$ cat src/rtl/jpeg_idct_pass_arbiter.sv
// Row/column pass arbiter in front of a shared 1-D IDCT core, with a one-deep registered output stage.
// Optional beat-index checking is enabled with `define JPEG_IDCT_ARB_CHECK_EN.
module jpeg_idct_pass_arbiter #(
    parameter int unsigned STARVE_LIMIT = 4
) (
    input  logic        clk_i,
    input  logic        rst_i,
    input  logic        img_start_i,
    input  logic        row_valid_i,
    input  logic [31:0] row_data0_i,
    input  logic [31:0] row_data1_i,
    input  logic [31:0] row_data2_i,
    input  logic [31:0] row_data3_i,
    input  logic [2:0]  row_idx_i,
    output logic        row_ready_o,
    input  logic        col_valid_i,
    input  logic [31:0] col_data0_i,
    input  logic [31:0] col_data1_i,
    input  logic [31:0] col_data2_i,
    input  logic [31:0] col_data3_i,
    input  logic [2:0]  col_idx_i,
    output logic        col_ready_o,
    output logic        core_valid_o,
    output logic [31:0] core_data0_o,
    output logic [31:0] core_data1_o,
    output logic [31:0] core_data2_o,
    output logic [31:0] core_data3_o,
    output logic [2:0]  core_idx_o,
    output logic        core_pass_o,
    input  logic        core_ready_i,
    output logic        busy_o,
    output logic        err_o
);

    typedef enum logic [1:0] {
        ST_IDLE      = 2'd0,
        ST_GRANT_ROW = 2'd1,
        ST_GRANT_COL = 2'd2
    } state_t;

    localparam logic [3:0] LP_STARVE_LIMIT = 4'(STARVE_LIMIT);

    state_t      r_state;
    state_t      w_state_nxt;
    logic [2:0]  r_beat_cnt;
    logic [3:0]  r_starve_cnt;
    logic [3:0]  w_starve_nxt;
    logic        r_core_valid;
    logic [31:0] r_core_data0;
    logic [31:0] r_core_data1;
    logic [31:0] r_core_data2;
    logic [31:0] r_core_data3;
    logic [2:0]  r_core_idx;
    logic        r_core_pass;
    logic        w_out_free;
    logic        w_row_ready;
    logic        w_col_ready;
    logic        w_accept;
    logic        w_flush;

    assign w_out_free = !r_core_valid || core_ready_i;
    assign w_flush    = rst_i || img_start_i;

    // Arbitration, grant handshakes and burst termination.
    always_comb begin
        w_state_nxt  = r_state;
        w_starve_nxt = r_starve_cnt;
        w_row_ready  = 1'b0;
        w_col_ready  = 1'b0;
        w_accept     = 1'b0;
        case (r_state)
            ST_IDLE: begin
                if (row_valid_i && col_valid_i) begin
                    if (r_starve_cnt == LP_STARVE_LIMIT) begin
                        w_state_nxt  = ST_GRANT_ROW;
                        w_starve_nxt = 4'd0;
                    end else begin
                        w_state_nxt = ST_GRANT_COL;
                        if (r_starve_cnt != 4'd15) begin
                            w_starve_nxt = r_starve_cnt + 4'd1;
                        end else begin
                            w_starve_nxt = r_starve_cnt;
                        end
                    end
                end else if (row_valid_i) begin
                    w_state_nxt  = ST_GRANT_ROW;
                    w_starve_nxt = 4'd0;
                end else if (col_valid_i) begin
                    w_state_nxt = ST_GRANT_COL;
                end else begin
                    w_state_nxt = ST_IDLE;
                end
            end
            ST_GRANT_ROW: begin
                w_row_ready = w_out_free;
                w_accept    = row_valid_i && w_out_free;
                if (w_accept && (r_beat_cnt == 3'd7)) begin
                    w_state_nxt = ST_IDLE;
                end else begin
                    w_state_nxt = ST_GRANT_ROW;
                end
            end
            ST_GRANT_COL: begin
                w_col_ready = w_out_free;
                w_accept    = col_valid_i && w_out_free;
                if (w_accept && (r_beat_cnt == 3'd7)) begin
                    w_state_nxt = ST_IDLE;
                end else begin
                    w_state_nxt = ST_GRANT_COL;
                end
            end
            default: begin
                w_state_nxt = ST_IDLE;
            end
        endcase
    end

    // State, beat counter and starvation counter; img_start flushes like reset.
    always_ff @(posedge clk_i) begin
        if (w_flush) begin
            r_state      <= ST_IDLE;
            r_beat_cnt   <= 3'd0;
            r_starve_cnt <= 4'd0;
        end else begin
            r_state      <= w_state_nxt;
            r_starve_cnt <= w_starve_nxt;
            if (w_accept) begin
                r_beat_cnt <= r_beat_cnt + 3'd1;
            end else begin
                r_beat_cnt <= r_beat_cnt;
            end
        end
    end

    // Output stage toward the core: loads on accept, holds under backpressure.
    always_ff @(posedge clk_i) begin
        if (w_flush) begin
            r_core_valid <= 1'b0;
            r_core_data0 <= 32'd0;
            r_core_data1 <= 32'd0;
            r_core_data2 <= 32'd0;
            r_core_data3 <= 32'd0;
            r_core_idx   <= 3'd0;
            r_core_pass  <= 1'b0;
        end else if (w_accept) begin
            r_core_valid <= 1'b1;
            r_core_pass  <= (r_state == ST_GRANT_COL);
            if (r_state == ST_GRANT_COL) begin
                r_core_data0 <= col_data0_i;
                r_core_data1 <= col_data1_i;
                r_core_data2 <= col_data2_i;
                r_core_data3 <= col_data3_i;
                r_core_idx   <= col_idx_i;
            end else begin
                r_core_data0 <= row_data0_i;
                r_core_data1 <= row_data1_i;
                r_core_data2 <= row_data2_i;
                r_core_data3 <= row_data3_i;
                r_core_idx   <= row_idx_i;
            end
        end else if (core_ready_i) begin
            r_core_valid <= 1'b0;
        end else begin
            r_core_valid <= r_core_valid;
        end
    end

`ifdef JPEG_IDCT_ARB_CHECK_EN
    logic       r_err;
    logic [2:0] w_in_idx;

    assign w_in_idx = (r_state == ST_GRANT_COL) ? col_idx_i : row_idx_i;

    // Sticky flag for a beat whose index disagrees with its position in the burst.
    always_ff @(posedge clk_i) begin
        if (w_flush) begin
            r_err <= 1'b0;
        end else if (w_accept && (w_in_idx != r_beat_cnt)) begin
            r_err <= 1'b1;
        end else begin
            r_err <= r_err;
        end
    end

    assign err_o = r_err;
`else
    assign err_o = 1'b0;
`endif

    assign row_ready_o  = w_row_ready;
    assign col_ready_o  = w_col_ready;
    assign core_valid_o = r_core_valid;
    assign core_data0_o = r_core_data0;
    assign core_data1_o = r_core_data1;
    assign core_data2_o = r_core_data2;
    assign core_data3_o = r_core_data3;
    assign core_idx_o   = r_core_idx;
    assign core_pass_o  = r_core_pass;
    assign busy_o       = (r_state != ST_IDLE) || r_core_valid;

endmodule

$ cat config.mk
export PLATFORM = sky130hd
export DESIGN_NAME = jpeg_idct_pass_arbiter
export DESIGN_NICKNAME = d
export VERILOG_FILES = /design/src/rtl/jpeg_idct_pass_arbiter.sv
export SDC_FILE = /design/constraint.sdc
export NUM_CORES = 1
export LEC_CHECK = 0
export CORE_ASPECT_RATIO = 0.5
export CORE_MARGIN = 3
export CORE_UTILIZATION = 35
export DETAILED_ROUTE_END_ITERATION = 12
export PLACE_DENSITY_LB_ADDON = 0.05
export SLEW_MARGIN = 20
export SYNTH_ARGS = -nofsm -noshare
export SYNTH_HDL_FRONTEND = slang
export SYNTH_SLANG_ARGS = --single-unit
$ cat constraint.sdc
create_clock -name clk_i -period 6.18 [get_ports clk_i]
set_clock_uncertainty 0.2 [all_clocks]
set_input_delay 0.927 -clock clk_i [delete_from_list [all_inputs] [get_ports clk_i]]
set_output_delay 0.927 -clock clk_i [all_outputs]
set_load 0.1 [all_outputs]
==> results of run 1 <==
==> synthesized netlist by cell type, drive strengths merged <==
library cell | number | area, um2
a21oi | 4 | 20.0
buf | 30 | 196
inv | 8 | 30.0
o21ai | 2 | 10.0
a211oi | 131 | 1230
nand2b | 2 | 12.5
o211ai | 1 | 7.51
and3 | 2 | 12.5
or2 | 1 | 6.26
a311oi | 1 | 8.76
conb | 1 | 3.75
mux2i | 136 | 1360
nor3 | 1 | 5.00
clkbuf | 62 | 233
ha | 8 | 100
and2 | 2 | 12.5
dfxtp | 142 | 2840
nor2 | 3 | 11.3
a2111oi | 1 | 8.76
a31oi | 134 | 838
or3 | 2 | 12.5
a22o | 1 | 8.76
nand3 | 2 | 10.0
o21ba | 1 | 10.0
nand3b | 1 | 7.51
o21a | 2 | 15.0
and4 | 1 | 8.76
o211a | 1 | 10.0
o311ai | 1 | 8.76
nand2 | 9 | 33.8
==> cells in the final DEF, fill, tap and decap left out, types with 2 or more instances in the layout <==
cell type and n:
a31oi_1 134, a211oi_1 81, dfxtp_1 142, nor2_1 3
a21oi_1 4, buf_4 7, clkbuf_8 5, ha_1 6
and2_1 2, clkinvlp_4 2, clkinv_2 4, clkdlybuf4s50_1 403
nand3_1 2, o21a_1 2, ha_4 2, a211oi_2 50
mux2i_1 136, bufinv_16 3, o21ai_0 2, or3_1 2
clkbuf_16 17, nand2_1 9, inv_1 8
==> per-stage QoR <==
stage	area [um2]	power [mW]	setup WS [ns]	utilization (%)	hold slack (ns)
final	11800	2.43	1.91	60.1	0.260
after global routing	11800	2.51	1.84	60.1	0.288
after CTS	11800	2.45	1.92	59.9	0.266
after detailed placement	11100	1.37	1.91	56.7	0.254
after global placement	11100	1.37	1.91	56.7	0.245
after floorplan	7080	1.15	2.50	-	0.238
==> per-layer routing <==
metal  vias up  track usage [%]
li1       3395                -
met1      3361             28.0
met2       218             38.0
met3        17             6.90
met4         2             4.69
met5         -                0
==> state kept, by name, indices dropped and copies added (netlist names) <==
signal	count
core_data0_o	32
core_data1_o	32
core_data2_o	32
core_data3_o	32
core_idx_o	3
core_pass_o	1
core_valid_o	1
r_beat_cnt	3
r_starve_cnt	4
r_state	2
==> logic make-up (layout without fill, tap and decap cells) <==
group                      Yosys count  in the layout  synth area share [%]
DFF                                142            142                  40.2
other                                1              1                0.0530
AOI/OAI and AO/OA                  280            280                  30.8
buffers and inverters              100            452                  6.49
muxes                              136            136                  19.2
and+or+nand+nor                     26             26                  1.87
adders and majority gates            8              8                  1.41
==> area by class of cell <==
type | instances | area [um2]
Multi-Input combinational cell | 451 | 3830
Timing Repair Buffer | 412 | 4130
Fill cell | 1728 | 7850
Clock inverter | 10 | 134
Tap cell | 266 | 333
Inverter | 8 | 30.0
Clock buffer | 22 | 494
Sequential cell | 142 | 2840
==> where the power goes <==
group / internal, mW / total (mW) / switching, mW
Sequential: 0.922 / 0.926 / 0.00395
Combinational: 0.221 / 0.427 / 0.206
Clock: 0.687 / 1.08 / 0.390
==> path summary, 6_finish.rpt <==
path / to
worst min-delay path: core_pass_o$_SDFFE_PP0P_
worst max-delay path: row_ready_o
worst max register to register: core_data0_o[27]$_SDFFE_PP0P_
worst min register to register: core_pass_o$_SDFFE_PP0P_
==> worst max-delay path, delay by kind of cell <==
family,cells,cell delay [ns]
AND/OR/NAND/NOR,2,0.63
buffers and inverters,2,1.59
==> impl_metrics.py, run 1 <==
metrics = {
    "drt": {
        "first_pass_iters": 4,
        "routed-wl-met2_mm": 12.9,
        "post_drt_wl_per_cell_um": 19.8,
        "num_vias": 6993,
        "wl_mm": 25.9,
        "top_layer": "met5",
        "drtIter0Drc": 373,
        "drc": 0,
        "viasPerCell": 5.33,
        "drt-met1-wl_mm": 11.2,
        "ant_nets": 0,
        "dr_wl_met3_mm": 1.58,
    },
    "floorplanning": {
        "die_w_um": 207,
        "io_pins": 405,
        "rows": 36,
        "die_height_um": 107,
        "initial_utilization_pct": 36.0,
        "core_area_um2": 19600,
        "die_area_um2": 22100,
    },
    "cts": {
        "root_buffer": "clkbuf_16",
        "cts-hold-fix-buffers": 0,
        "clk_pin_slew_ns": 0.06,
        "htreeDepth": 4,
        "cts.sinks": 142,
        "postCtsSetupBuffers": 0,
        "cts_tree": "done",
        "cts_repair_resize_count": 0,
        "insertion_delay_ns": 0.41,
        "cts_buffers": 17,
        "clockBufferDepth": 2,
    },
    "synth": {
        "synth_area_um2": 7080,
        "yosysWarnings": 0,
        "ys_seq_area_share_pct": 40.2,
        "synth_seq_cells": 142,
        "syn_inst": 693,
        "syn_nets": 969,
        "avgSynthCellArea_um2": 10.2,
        "synth_cell_types": 34,
    },
    "critical_path": {
        "crit_type": "in2out",
        "cp_slowest_cell": "clkdlybuf4s50_1",
        "required_ns": 5.05,
        "startpoint": "core_ready_i",
        "path_cells": "clkdlybuf4s50_1 > nand2b_4 > and2_1 > clkdlybuf4s50_1",
        "r2r_start": "r_state[0]$_SDFF_PP0_",
        "crit_fanout": 43,
        "r2r_slack_ns": 2.61,
        "reg2regPathDepth": 6,
        "critPathArrivalTime_ns": 3.14,
        "critPathMaxStageDelay_ns": 1.13,
        "worst_path_most_repeated_cell": "clkdlybuf4s50_1",
        "start_kind": "input pin",
        "cp-end-kind": "primary output",
    },
    "finish": {
        "finalNetCount": 1308,
        "layout-drive-gt1-share_pct": 9.28,
        "area_delta_synth_final_pct": 66.6,
        "layout.cells.non_filler": 1311,
        "diodes": 0,
    },
    "sta": {
        "fmax_mhz": 234,
        "finalHoldViolCount": 0,
        "rsz0062_at_grt": "no",
        "drv_slew": 0,
        "max_slew_margin_pct": 27.0,
        "period_share_pct": 69.1,
        "finalSetupViolCount": 0,
        "tightestPinTransition_ns": 1.09,
        "finalSetupTns_ns": 0,
        "min_period_ns": 4.27,
    },
    "place": {
        "hpwlAfterDp_mm": 18.5,
        "placed_cells": 1278,
        "portBuffers": 403,
        "gp_congestion": 0.768,
    },
    "global_route": {
        "antenna_found_initial": 1,
        "grt_pass1_vias": 6919,
        "grt_start_max_net_pins": 96,
        "grt_usage_pct": 22.3,
        "grt_pass1_wl_mm": 39.7,
        "grt-ovfl-total": 0,
    },
    "hold_path": {
        "min_path_cells": 2,
        "min-delay-start": "core_pass_o$_SDFFE_PP0P_",
        "min_path_type": "reg2reg",
    },
    "job": {
        "drv_cap": 0,
    },
    "outcome": {
        "status": "finished, final reports clean",
    },
    "power_and_ir_drop": {
        "power.leakage_nw": 3.67,
        "vdd_ir_drop_max_uv": 167,
        "power_density_nw_per_um2": 206,
    },
}
Power figures use the tool's default switching activity.
==> run 2, diff against run 1 <==
Clock period 6.18 ns to 3.9 ns, I/O delays scaled along.
==> run 2 against run 1 <==
Effect of this change:
- worst setup slack got worse by 0.91 ns
- count of clock-buffer cells in the layout rose by 3
- sequential share of layout area is 0.16 points lower
- sequential power increased by 59%
- highest routed layer unchanged
==> impl_metrics.py, run 2 (synthesized netlist as in run 1, its figures left out) <==
metrics = {
    "power_and_ir_drop": {
        "seq_power_share_pct": 37.9,
        "power_mw": 3.88,
        "combPwrFrac_pct": 17.6,
        "p_switching_uw": 927,
        "power_density_nw_per_um2": 326,
        "swShare_pct": 23.9,
        "power.leakage_nw": 3.71,
        "power.internal_mw": 2.95,
        "vdd_ir_drop_max_uv": 254,
        "p_clk_share_pct": 44.6,
    },
    "finish": {
        "fin_area_um2": 11900,
        "regArea_um2": 2840,
        "layout.cells.non_filler": 1313,
        "finalNetCount": 1311,
        "finish.utilization_pct": 60.5,
        "layout-drive-gt1-share_pct": 9.36,
        "layout.cells.most_common": "clkdlybuf4s50_1",
        "final_cell_mix": "clkdlybuf4s50_1 (400), dfxtp_1 (142), mux2i_1 (136), a31oi_1 (134), a211oi_1 (81)",
        "nFillCells": 1721,
        "diodes": 0,
        "area_delta_synth_final_pct": 67.7,
        "multi_input_area_um2": 3830,
    },
    "sta": {
        "finalHoldViolCount": 0,
        "hold_ws_ns": 0.266,
        "min_period_ns": 2.90,
        "tightestPinTransition_ns": 1.06,
        "fin_ws_ns": 0.997,
        "fmax_mhz": 345,
        "finalSetupViolCount": 0,
        "finalSetupTns_ns": 0,
        "period_share_pct": 74.4,
        "max_slew_margin_pct": 29.3,
        "rsz0062_at_grt": "no",
        "drv_slew": 0,
    },
    "place": {
        "placed_cells": 1282,
        "hpwlAfterDp_mm": 18.3,
        "preCtsSetupSlack_ns": 0.905,
        "gp_congestion": 0.769,
        "placed_area_um2": 11200,
        "portBuffers": 403,
    },
    "drt": {
        "wl_mm": 25.8,
        "ant_nets": 0,
        "post_drt_wl_per_cell_um": 19.7,
        "drc": 0,
        "num_vias": 7060,
        "viasPerCell": 5.38,
        "drtIter0Drc": 331,
        "first_pass_iters": 4,
    },
    "cts": {
        "postCtsSetupBuffers": 0,
        "cts_repair_resize_count": 0,
        "insertion_delay_ns": 0.42,
        "cts_buffers": 17,
        "cts_tree": "done",
        "cts-hold-fix-buffers": 0,
        "clockBufferDepth": 2,
        "htreeDepth": 4,
        "root_buffer": "clkbuf_16",
        "clk_pin_slew_ns": 0.06,
        "cts.sinks": 142,
    },
    "global_route": {
        "grt_start_max_net_pins": 133,
        "antenna_found_initial": 2,
        "grt-ovfl-total": 0,
        "grt_usage_pct": 22.5,
        "grt_pass1_vias": 6931,
        "grt_pass1_wl_mm": 39.8,
    },
    "floorplanning": {
        "core_area_um2": 19600,
        "io_pins": 405,
        "die_area_um2": 22100,
        "die_height_um": 107,
        "rows": 36,
        "die_w_um": 207,
        "initial_utilization_pct": 36.0,
    },
    "critical_path": {
        "critPathArrivalTime_ns": 2.12,
        "crit_fanout": 95,
        "required_ns": 3.12,
        "start_kind": "flip-flop",
        "crit_type": "reg2out",
        "cp-end-kind": "primary output",
    },
    "job": {
        "drv_cap": 0,
    },
    "outcome": {
        "status": "finished, final reports clean",
    },
    "hold_path": {
        "min_path_type": "reg2reg",
    },
}
==> run 2: layout make-up <==
type	count	share of cell area (%)
clock buffer	25	4.17
clock inverter	6	1.10
inverter	8	0.253
multi-input combinational	451	32.2
sequential	142	23.9
tap	266	2.80
timing repair buffer	415	35.5
==> run 2: power groups by stage <==
stage                     Sequential, mW  Clock (mW)  Combinational (mW)
after CTS                           1.47        1.76               0.687
after global placement              1.50           0               0.680
final                               1.47        1.73               0.682
after detailed placement            1.50           0               0.684
after global routing                1.47        1.82               0.727
after floorplan                     1.56           0               0.261
==> run 2: final timing paths <==
check,start,to,slack (ns),depth (start not counted)
worst min-delay path,r_beat_cnt[1]$_SDFFE_PP0P_,r_beat_cnt[1]$_SDFFE_PP0P_,0.27,2
worst max-delay path,r_state[0]$_SDFF_PP0_,col_ready_o,1.0,5
worst min register to register,r_beat_cnt[1]$_SDFFE_PP0P_,r_beat_cnt[1]$_SDFFE_PP0P_,0.27,2
worst max register to register,r_state[0]$_SDFF_PP0_,core_data1_o[2]$_SDFFE_PP0P_,1.36,6
==> run 2: routing by layer <==
metal  wire length (um)  global-route usage, %
met1              11100                   28.6
met2              12700                   37.9
met3               1740                   7.22
met4                251                   4.64
met5                 31                      0
==> run 2: critical path, stage by stage, from the launching register on <==
cell and delay (ns):
dfxtp_1 0.32, inv_1 0.16, ha_4 0.19, buf_12 0.50, and2_1 0.22, buf_4 0.28
